### src/rtl/counter_cmd_driver.sv
`default_nettype none
// ============================================================================
// Module      : counter_cmd_driver
// Description : Accepts a counting command (direction, pulse count, gap) and
//               emits up/down strobes to an up/down counter while tracking
//               the counter's expected up- and down-count values.
// Revision    : 1.0 - initial release
// ============================================================================
module counter_cmd_driver #(
    parameter int GAP_W = 2
) (
    input  logic             clk,
    input  logic             reset,
    input  logic             cmd_valid,
    output logic             cmd_ready,
    input  logic             cmd_dir,
    input  logic [3:0]       cmd_len,
    input  logic [GAP_W-1:0] cmd_gap,
    output logic             up_down,
    output logic             down_up,
    output logic [3:0]       exp_u,
    output logic [3:0]       exp_d,
    output logic             busy,
    output logic             done
);

    typedef enum logic [1:0] {
        S_IDLE  = 2'd0,
        S_PULSE = 2'd1,
        S_GAP   = 2'd2,
        S_DONE  = 2'd3
    } state_t;

    localparam logic [4:0] C_LEN_ZERO_PULSES = 5'd16;

    state_t           r_state;
    state_t           w_state_nxt;
    logic             r_dir;
    logic [GAP_W-1:0] r_gap;
    logic [GAP_W-1:0] r_gap_cnt;
    logic [4:0]       r_remain;
    logic [3:0]       r_exp_u;
    logic [3:0]       r_exp_d;

    logic             w_accept;
    logic             w_last_pulse;
    logic             w_gap_zero;
    logic             w_gap_last;

    assign w_accept     = cmd_valid & (r_state == S_IDLE);
    assign w_last_pulse = (r_remain == 5'd1);
    assign w_gap_zero   = (r_gap == '0);
    assign w_gap_last   = (r_gap_cnt == GAP_W'(1));

    always_ff @(posedge clk) begin
        if (reset) begin
            r_state <= S_IDLE;
        end else begin
            r_state <= w_state_nxt;
        end
    end

    always_comb begin
        w_state_nxt = r_state;
        case (r_state)
            S_IDLE: begin
                if (w_accept) begin
                    w_state_nxt = S_PULSE;
                end
            end
            S_PULSE: begin
                if (w_last_pulse) begin
                    w_state_nxt = S_DONE;
                end else if (w_gap_zero) begin
                    w_state_nxt = S_PULSE;
                end else begin
                    w_state_nxt = S_GAP;
                end
            end
            S_GAP: begin
                if (w_gap_last) begin
                    w_state_nxt = S_PULSE;
                end
            end
            S_DONE: begin
                w_state_nxt = S_IDLE;
            end
            default: begin
                w_state_nxt = S_IDLE;
            end
        endcase
    end

    // Command fields are captured only on the handshake and held for the whole command.
    always_ff @(posedge clk) begin
        if (reset) begin
            r_dir     <= 1'b0;
            r_gap     <= '0;
            r_gap_cnt <= '0;
            r_remain  <= 5'd0;
            r_exp_u   <= 4'd0;
            r_exp_d   <= 4'd0;
        end else begin
            if (w_accept) begin
                r_dir    <= cmd_dir;
                r_gap    <= cmd_gap;
                r_remain <= (cmd_len == 4'd0) ? C_LEN_ZERO_PULSES : {1'b0, cmd_len};
            end
            if (r_state == S_PULSE) begin
                r_remain  <= r_remain - 5'd1;
                r_gap_cnt <= r_gap;
                if (r_dir) begin
                    r_exp_u <= r_exp_u + 4'd1;
                end else begin
                    r_exp_d <= r_exp_d - 4'd1;
                end
            end
            if (r_state == S_GAP) begin
                r_gap_cnt <= r_gap_cnt - GAP_W'(1);
            end
        end
    end

    assign cmd_ready = (r_state == S_IDLE);
    assign busy      = (r_state != S_IDLE);
    assign done      = (r_state == S_DONE);
    assign up_down   = (r_state == S_PULSE) &  r_dir;
    assign down_up   = (r_state == S_PULSE) & ~r_dir;
    assign exp_u     = r_exp_u;
    assign exp_d     = r_exp_d;

endmodule
`default_nettype wire

### config.mk
export PLATFORM = sky130hd
export DESIGN_NAME = counter_cmd_driver
export DESIGN_NICKNAME = d
export VERILOG_FILES = /design/src/rtl/counter_cmd_driver.sv
export SDC_FILE = /design/constraint.sdc
export NUM_CORES = 1
export LEC_CHECK = 0
export ABC_AREA = 1
export CORE_UTILIZATION = 60
export DETAILED_ROUTE_END_ITERATION = 16
export DONT_BUFFER_PORTS = 1
export GPL_TIMING_DRIVEN = 0
export PLACE_DENSITY = 0.81
export SYNTH_ARGS = -nofsm -noshare
export SYNTH_HDL_FRONTEND = slang
export SYNTH_SLANG_ARGS = --single-unit
### constraint.sdc
create_clock -name clk -period 1.7 [get_ports clk]
set_input_delay 0.17 -clock clk [delete_from_list [all_inputs] [get_ports clk]]
set_output_delay 0.17 -clock clk [all_outputs]
set_load 0.05 [all_outputs]
==> flow_metrics.py <==
metrics = {
    "status": {
        "status": "complete, but fails checks",
        "violations": "DRC",
    },
    "cts": {
        "tritoncts": "yes",
        "clk_pin_slew_worst_paths_ns": 0.12,
        "htree_levels": 1,
        "root_buffer": "clkbuf_4",
        "cts_buffer_depth": 2,
        "worstSkewPairLatency_ns": 0.31,
        "clock_sinks": 20,
        "numCtsBuffers": 3,
    },
    "grt": {
        "gr-usage-all-layers": 0.2390,
        "grt_pass1_vias": 874,
        "antenna_found_initial": 0,
        "grt.overflow.total": 0,
        "grt_pass1_wl_microns": 3463,
        "grt_max_degree": 13,
    },
    "sta": {
        "tns_ns": 0,
        "setup_ws_ns": 0.07238,
        "worst_slew_pin_slew_ns": 0.5689,
        "slew_headroom": 0.6202,
        "period_needed_ns": 1.628,
        "period_share": 0.9574,
        "max_freq_mhz": 614.4,
        "hold_viol_final": 0,
        "finalSetupViolations": 0,
        "fin_skew_ns": 0.01265,
        "maxSlewViolCount": 0,
    },
    "yosys": {
        "synthCells": 151,
        "synth.most_common_cell": "nand2_1",
        "netlist_area_sq_um": 1065,
        "synth_nets": 170,
        "ys_seq_area_frac": 0.3760,
        "ys_seq_elements": 20,
        "synthDistinctLibCells": 22,
        "synth_largest_area_cell": "dfxtp_1",
        "synthTopCellsByCount": "nand2_1, dfxtp_1, inv_1",
        "ys_warn_count": 0,
        "async_flop_share": 0,
        "syn_avg_cell_area_sq_um": 7.051,
        "netlist.area_leader.share": 0.3760,
        "synth.area.top_cells": "dfxtp_1, nand2_1, ha_1, a21oi_1, inv_1",
        "synth_edf_count": 0,
        "ys.flop_type": "dfxtp_1",
    },
    "worst_hold_path": {
        "hp-class": "in -> reg",
        "min_to": "r_dir$_SDFFE_PP0P_",
        "hold_path_depth": 2,
        "min_from": "cmd_dir",
    },
    "placed_design": {
        "io_buffers": 0,
        "gp_congestion": 0.8143,
        "post-place-ws_ns": -0.04265,
        "dp_hpwl_microns": 1594,
        "dpl.cell_count": 167,
    },
    "routing": {
        "vias": 978,
        "wirelength_microns": 2148,
        "drt_pre_antenna_iters": 11,
        "drt_iter0_markers": 37,
        "wl_per_cell_microns": 12.27,
        "via_per_inst": 5.589,
        "drc": 4,
        "ant_nets": 0,
    },
    "pwr": {
        "design_power_total_mw": 1.611,
        "powerDensity_nw_per_um2": 1337,
        "leakage_nw": 0.5223,
        "peakVddDrop_uv": 747.9,
    },
    "flow_run": {
        "maxCapViolCount": 0,
    },
    "final_layout": {
        "areaGrowthSynthToFinish_pct": 13.16,
        "nets": 179,
        "final_util": 0.7643,
        "drive_gt1_frac": 0.1509,
        "final_cells": 175,
        "antenna_cells": 0,
    },
    "setup_path": {
        "required_ns": 1.53,
        "cp_max_fo": 11,
        "crit_family": "flip-flops",
        "crit_buf_inv": 3,
        "cp_cell_sequence": "inv_2, ha_1, buf_6, inv_4, nor2_4",
        "critPathMaxStageDelay_ns": 0.36,
        "cpMaxStageDelayCell": "dfxtp_2",
        "worstReg2RegEnd": "r_state[0]$_SDFFE_PP0P_",
        "reg2reg_setup_slack_ns": 0.11,
        "critPathKind": "reg -> out",
        "worst_setup_path_start_kind": "flip-flop",
        "reg2regPathDepth": 7,
        "rr_startpoint": "r_state[0]$_SDFFE_PP0P_",
        "end_kind": "output pin",
        "cp.arrival_ns": 1.46,
    },
    "floorplan": {
        "coreArea_sq_um": 1577,
        "rows": 14,
        "die_area_sq_um": 1947,
        "top_level_ports": 23,
        "start_util": 0.6754,
        "die_w_microns": 44.13,
        "die_y_microns": 44.13,
    },
}
[cell usage in the layout (no fill, tap or decap), types with 3 or more instances in the layout]
cell type	instances
a21oi_1	15
clkbuf_4	3
dfxtp_1	19
ha_1	8
inv_1	15
inv_2	6
nand2_1	31
nand3_1	10
nor2_1	16
o211ai_1	3
o21ai_1	10
[flip-flops by register name, summed over array words and instances, names as in the netlist]
name,count
r_remain,5
exp_u,4
r_dir,1
r_gap_cnt,2
exp_d,4
r_state,2
r_gap,2
[worst reg2reg max path: cells and delay by family, from the launching register on]
kind / cells / cell delay (ns)
flip-flops: 1 / 0.36
buffers and inverters: 3 / 0.47
AND/OR/NAND/NOR: 1 / 0.08
AO/OA/AOI/OAI: 2 / 0.33
adder cells (fa/ha/maj): 1 / 0.25
[how the worst max path moves through the flow]
stage | from | depth (start not counted) | slack [ns] | to
floorplan | r_state[0]$_SDFFE_PP0P_ | 7 | 0.08 | r_state[0]$_SDFFE_PP0P_
global placement | r_state[0]$_SDFFE_PP0P_ | 7 | -0.002 | r_state[0]$_SDFFE_PP0P_
detailed placement | r_state[0]$_SDFFE_PP0P_ | 7 | -0.04 | r_state[0]$_SDFFE_PP0P_
CTS | r_state[0]$_SDFFE_PP0P_ | 7 | -0.06 | r_state[0]$_SDFFE_PP0P_
global route | r_state[1]$_SDFFE_PP0P_ | 5 | -0.00007 | down_up
finish | r_state[1]$_SDFFE_PP0P_ | 5 | 0.07 | down_up
[where the power goes]
part / internal (mW) / total, mW / switching [mW]
Sequential: 0.543 / 0.684 / 0.141
Clock: 0.238 / 0.391 / 0.152
Combinational: 0.193 / 0.536 / 0.343
Total: 0.974 / 1.61 / 0.637
[layout make-up]
| class | count | area, sq um |
|---|---|---|
| fill | 120 | 371.6 |
| buffer | 3 | 21.27 |
| sequential | 20 | 401.6 |
| inverter | 25 | 101.3 |
| clock buffer | 3 | 22.52 |
| multi-input combinational | 104 | 580.6 |
| clock inverter | 1 | 30.03 |
| tap | 16 | 20.02 |
| timing repair buffer | 3 | 27.53 |
[metrics by stage]
step	instance area (sq um)	hold slack (ns)
finish	1205	0.008100
global route	1205	0.0009939
global placement	1087	0.2418
floorplan	1067	0.2391
detailed placement	1087	0.2420
CTS	1146	-0.09518
[repair_timing]
action	in CTS	in global routing
setup buffers	0	1
setup endpoints to repair	3	4
gates cloned	1	0
endpoints found under the hold margin	6	6
pin swaps	1	3
resized for setup	0	9
[layer usage]
layer  global-route usage  vias to the layer above  share of wire
met1               0.2684                      443           0.44
li1                     -                      508              -
met5                    0                        -              0
met2               0.4382                       23           0.51
met3              0.04898                        4          0.040
met4              0.09091                        0          0.011
[logic make-up after synthesis]
logic type               synth area share
AO/OA/AOI/OAI                      0.1669
adder cells (fa/ha/maj)            0.1058
buffers and inverters              0.1069
flip-flops                         0.3760
AND/OR/NAND/NOR                    0.2444
Note: power is estimated with default switching activity, not from simulation.
